--- src/rtl/uart_tx_fifo_drain.sv ---
// Reader end of the TX byte FIFO: pops one word per frame and shifts it out
// as a start bit, D_WIDTH data bits (LSB first) and STOP_BITS stop bits.
module uart_tx_fifo_drain #(
    parameter int D_WIDTH      = 8,
    parameter int CLKS_PER_BIT = 434,
    parameter int STOP_BITS    = 1
) (
    input  logic               clk,
    input  logic               reset_n,
    input  logic               tx_en,
    input  logic               fifo_empty,
    input  logic [D_WIDTH-1:0] fifo_rd_data,
    output logic               fifo_rd,
    output logic               tx,
    output logic               busy,
    output logic               tx_done_tick
);

    localparam int CW = (CLKS_PER_BIT > 1) ? $clog2(CLKS_PER_BIT) : 1;
    localparam int BW = $clog2(D_WIDTH + 1);

    localparam logic [CW-1:0] CNT_LAST  = CW'(CLKS_PER_BIT - 1);
    localparam logic [CW-1:0] CNT_PEN   = CW'(CLKS_PER_BIT - 2);
    localparam logic [BW-1:0] DATA_LAST = BW'(D_WIDTH - 1);
    localparam logic [BW-1:0] STOP_LAST = BW'(STOP_BITS - 1);

    typedef enum logic [1:0] {
        IDLE,
        START,
        DATA,
        STOP
    } state_t;

    state_t             state;
    logic [D_WIDTH-1:0] shreg;
    logic [D_WIDTH-1:0] shreg_next;
    logic [CW-1:0]      clk_cnt;
    logic [BW-1:0]      bit_cnt;
    logic               cnt_last;

    assign shreg_next = shreg >> 1;
    assign cnt_last   = (clk_cnt == CNT_LAST);

    // tx is driven one bit ahead: each transition edge loads the level the
    // line must carry in the next bit period, keeping every output registered.
    always_ff @(posedge clk or negedge reset_n) begin
        if (!reset_n) begin
            state        <= IDLE;
            shreg        <= '0;
            clk_cnt      <= '0;
            bit_cnt      <= '0;
            tx           <= 1'b1;
            fifo_rd      <= 1'b0;
            busy         <= 1'b0;
            tx_done_tick <= 1'b0;
        end else begin
            fifo_rd      <= 1'b0;
            tx_done_tick <= 1'b0;
            case (state)
                IDLE: begin
                    tx   <= 1'b1;
                    busy <= 1'b0;
                    if (tx_en && !fifo_empty) begin
                        shreg   <= fifo_rd_data;
                        fifo_rd <= 1'b1;
                        clk_cnt <= '0;
                        bit_cnt <= '0;
                        tx      <= 1'b0;
                        busy    <= 1'b1;
                        state   <= START;
                    end
                end
                START: begin
                    if (cnt_last) begin
                        clk_cnt <= '0;
                        tx      <= shreg[0];
                        state   <= DATA;
                    end else begin
                        clk_cnt <= clk_cnt + 1'b1;
                    end
                end
                DATA: begin
                    if (cnt_last) begin
                        clk_cnt <= '0;
                        shreg   <= shreg_next;
                        if (bit_cnt == DATA_LAST) begin
                            bit_cnt <= '0;
                            tx      <= 1'b1;
                            state   <= STOP;
                        end else begin
                            bit_cnt <= bit_cnt + 1'b1;
                            tx      <= shreg_next[0];
                        end
                    end else begin
                        clk_cnt <= clk_cnt + 1'b1;
                    end
                end
                STOP: begin
                    // bit_cnt is reused here to count stop bits
                    if (cnt_last) begin
                        clk_cnt <= '0;
                        if (bit_cnt == STOP_LAST) begin
                            bit_cnt <= '0;
                            busy    <= 1'b0;
                            state   <= IDLE;
                        end else begin
                            bit_cnt <= bit_cnt + 1'b1;
                        end
                    end else begin
                        clk_cnt <= clk_cnt + 1'b1;
                        if (clk_cnt == CNT_PEN && bit_cnt == STOP_LAST) begin
                            tx_done_tick <= 1'b1;
                        end
                    end
                end
                default: begin
                    state <= IDLE;
                    tx    <= 1'b1;
                    busy  <= 1'b0;
                end
            endcase
        end
    end

endmodule

--- config.mk ---
export PLATFORM = sky130hd
export DESIGN_NAME = uart_tx_fifo_drain
export DESIGN_NICKNAME = d
export VERILOG_FILES = /design/src/rtl/uart_tx_fifo_drain.sv
export SDC_FILE = /design/constraint.sdc
export NUM_CORES = 1
export LEC_CHECK = 0
export ABC_CLOCK_PERIOD_IN_PS = 1800
export CAP_MARGIN = 5
export CELL_PAD_IN_SITES_DETAIL_PLACEMENT = 2
export CELL_PAD_IN_SITES_GLOBAL_PLACEMENT = 2
export CORE_ASPECT_RATIO = 0.7
export CORE_UTILIZATION = 33
export DETAILED_ROUTE_END_ITERATION = 8
export GPL_ROUTABILITY_DRIVEN = 1
export PLACE_DENSITY_LB_ADDON = 0.25
export SLEW_MARGIN = 20
export SYNTH_ARGS = -nofsm -noshare
export SYNTH_HDL_FRONTEND = slang
export SYNTH_SLANG_ARGS = --single-unit
--- constraint.sdc ---
create_clock -name clk -period 1.8 [get_ports clk]
set_input_delay 0.54 -clock clk [delete_from_list [all_inputs] [get_ports clk]]
set_output_delay 0.54 -clock clk [all_outputs]
set_load 0.01 [all_outputs]
==> flow_metrics.env <==
export IMPL_ys_ff_latch=27
export IMPL_fmax_ghz=0.539
export IMPL_relSlewSlack_pct=79.2
export IMPL_holdBufCountCts=0
export IMPL_first_pass_iters=4
export IMPL_area_growth_pct=42.1
export IMPL_die_h_um=61.1
export IMPL_path_clk_slew_ns=0.11
export IMPL_cts_root_buf="clkbuf_8"
export IMPL_clk_latency_ns=0.30
export IMPL_stdcell_area_mm2=0.00234
export IMPL_grt_antenna_before_repair=0
export IMPL_intPower_w=0.00231
export IMPL_synth_edf_count=0
export IMPL_ant_nets=0
export IMPL_grt_pass1_wl_um=8760
export IMPL_ys_flop_type="dfrtp_1"
export IMPL_yosysUniqueCellTypes=48
export IMPL_status="finished, violations left"
export IMPL_grt_total_usage_pct=23.0
export IMPL_switchingPower_w=0.00172
export IMPL_cts_made_buffers=3
export IMPL_finalPower_w=0.00403
export IMPL_p_sw_share_pct=42.8
export IMPL_rows=21
export IMPL_pwr_share_clk_pct=9.5
export IMPL_syn_avg_cell_area_um2=9.91
export IMPL_seqPwrFrac_pct=27.6
export IMPL_period_share_pct=103
export IMPL_ir_worst_vdd_mv=0.512
export IMPL_core_area_mm2=0.00478
export IMPL_via_per_inst=5.50
export IMPL_place_gp_congestion=0.817
export IMPL_worst_pin_slew_ns=0.309
export IMPL_worstPathMaxFanout=5
export IMPL_final_cell_mix="45 x buf_4, 25 x dfrtp_1, 12 x clkdlybuf4s50_1"
export IMPL_ios=16
export IMPL_fin_ws_ns=-0.0563
export IMPL_h_tree_depth=1
export IMPL_grt_setup_unrepaired="true"
export IMPL_initial_core_util_pct=34.4
export IMPL_numPortBuffers=15
export IMPL_finClkSkew_ns=0.00836
export IMPL_grt_overflow=0
export IMPL_worstSetupPathType="reg2reg"
export IMPL_die_w_um=86.4
export IMPL_drt_iter0_drc=50
export IMPL_power_leakage_nw=1.02
export IMPL_dpl_hpwl_um=4190
export IMPL_clock_sinks=27
export IMPL_via_count=1622
export IMPL_final_common_cell="buf_4"
export IMPL_grt_max_degree=28
export IMPL_syn_inst=166
export IMPL_hold_path_class="reg2reg"
export IMPL_violations="setup timing"
export IMPL_arrival_ns=2.05
export IMPL_clock_path_buffers=2
export IMPL_synth_area_mm2=0.00165
export IMPL_stdcell_count=295
export IMPL_drive_gt1_share_pct=36.7
export IMPL_dp_cells=277
export IMPL_cp_data_required_time_ns=1.99
export IMPL_drc=0
export IMPL_power_density_mw_per_mm2=1720
export IMPL_place_area_mm2=0.00213
export IMPL_min_period_ns=1.86
export IMPL_ys_seq_area_share_pct=41.1
export IMPL_wl_per_cell_um=21.1
export IMPL_cts_tree="done"
export IMPL_maxSlewViolCount=0
export IMPL_nets=250
export IMPL_n_antenna_cell=0
export IMPL_cap_viol_max_count=0
export IMPL_cp_start_kind="flip-flop"
export IMPL_crit_path_end_kind="flip-flop"
export IMPL_grt_pass1_vias=1603
export IMPL_timing_hold_ws_ns=0.569
export IMPL_drt_wl_total_um=6220
export IMPL_die_area_mm2=0.00528
export IMPL_fill_cells=535
export IMPL_async_flop_share_pct=100
export IMPL_final_hold_viol_count=0
export IMPL_p_comb_share_pct=62.9
export IMPL_synth_warnings=0
export IMPL_setup_violations=2
export IMPL_syn_num_nets=189
[cells in the mapped netlist (2+ instances only)]
cell | instances | share of area [%]
a21oi_1 | 8 | 2.4
a22o_1 | 2 | 1.1
a31oi_1 | 4 | 1.5
a32oi_1 | 2 | 1.1
and2_1 | 2 | 0.76
and3_1 | 2 | 0.76
buf_4 | 2 | 0.91
clkbuf_1 | 2 | 0.46
dfrtp_1 | 26 | 40
ha_1 | 11 | 8.4
inv_1 | 13 | 3.0
mux2_2 | 5 | 3.4
mux2i_1 | 2 | 1.2
nand2_1 | 10 | 2.3
nand2b_1 | 2 | 0.76
nand3_1 | 4 | 1.2
nand3b_1 | 2 | 0.91
nand4_1 | 2 | 0.76
nor2_1 | 11 | 2.5
nor3_1 | 2 | 0.61
o211ai_1 | 2 | 0.91
o21ai_0 | 8 | 2.4
o221a_1 | 7 | 4.8
o22ai_1 | 2 | 0.76
or2_2 | 3 | 1.1
or3_1 | 8 | 3.0
[worst max-delay path, stage by stage (launching register included)]
cell      delay (ns)
dfrtp_2         0.45
ha_1            0.33
or2_4           0.23
nor2_1          0.05
o211ai_1        0.30
mux2_2          0.38
[power groups by stage]
stage          clock network [W]  registers (W)  logic (W)
2_1_floorplan                  0        0.00109    0.00116
3_3_place_gp                   0        0.00107    0.00190
3_5_place_dp                   0        0.00111    0.00206
4_1_cts                 0.000385        0.00109    0.00218
5_1_grt                 0.000417        0.00114    0.00274
6_report                0.000384        0.00111    0.00253
[area by class of cell]
| class | instances | area (um2) | area share (%) |
|---|---|---|---|
| multi-input cells | 120 | 963 | 41.2 |
| clock buffers | 3 | 41.3 | 1.77 |
| flip-flops and latches | 27 | 678 | 29.0 |
| repair buffers | 62 | 509 | 21.8 |
| clock inverters | 1 | 5.00 | 0.214 |
| inverters | 13 | 53.8 | 2.30 |
| well taps | 69 | 86.3 | 3.69 |
[registers in the layout (all words and copies together) (netlist names)]
| name | cells |
|---|---|
| bit_cnt | 4 |
| busy | 1 |
| clk_cnt | 9 |
| fifo_rd | 1 |
| shreg | 8 |
| state | 2 |
| tx | 1 |
| tx_done_tick | 1 |
[worst paths after layout]
| check | slack (ns) | startpoint | to | depth (start not counted) |
|---|---|---|---|---|
| worst min register to register | 0.57 | shreg[0] | shreg[0] | 1 |
| max in group asynchronous | 0.98 | reset_n | tx | 2 |
| min in group asynchronous | 0.59 | reset_n | state[0] | 2 |
| worst min-delay path | 0.57 | shreg[0] | shreg[0] | 1 |
| worst max register to register | -0.06 | state[1] | state[1] | 5 |
| worst max-delay path | -0.06 | state[1] | state[1] | 5 |
[metal layers]
metal	wire [um]	global-route usage (%)
met4	80	3.81
met2	2980	39.1
met5	0	0
met3	189	4.29
met1	2970	31.6
[kinds of logic (layout without fill, tap and decap cells)]
logic type	after synthesis	count (layout)	synth area share (%)
buffers and inverters	19	79	5.55
multiplexers	7	7	4.64
XOR/XNOR	2	2	1.06
flip-flops	27	27	41.1
AND/OR/NAND/NOR	57	57	19.6
AO/OA/AOI/OAI	43	43	19.6
adder cells (fa/ha/maj)	11	11	8.36
[through the flow]
step                worst slack [ns]  utilization [%]  TNS (ns)
global placement              -0.324             44.5     -3.46
finish                       -0.0563             48.9   -0.0852
detailed placement            -0.395             44.5     -4.10
global route                  -0.135             48.9    -0.386
floorplan                    0.00634                -         0
CTS                          -0.0439             46.3   -0.0583
[repair_timing]
action	in CTS	in global routing
cloned	0	1
setup endpoints to repair	13	16
resized for setup	10	12
endpoints found under the hold margin	0	0
buffers inserted	4	9
pin swaps	2	5
(Power assumes the default switching activity.)
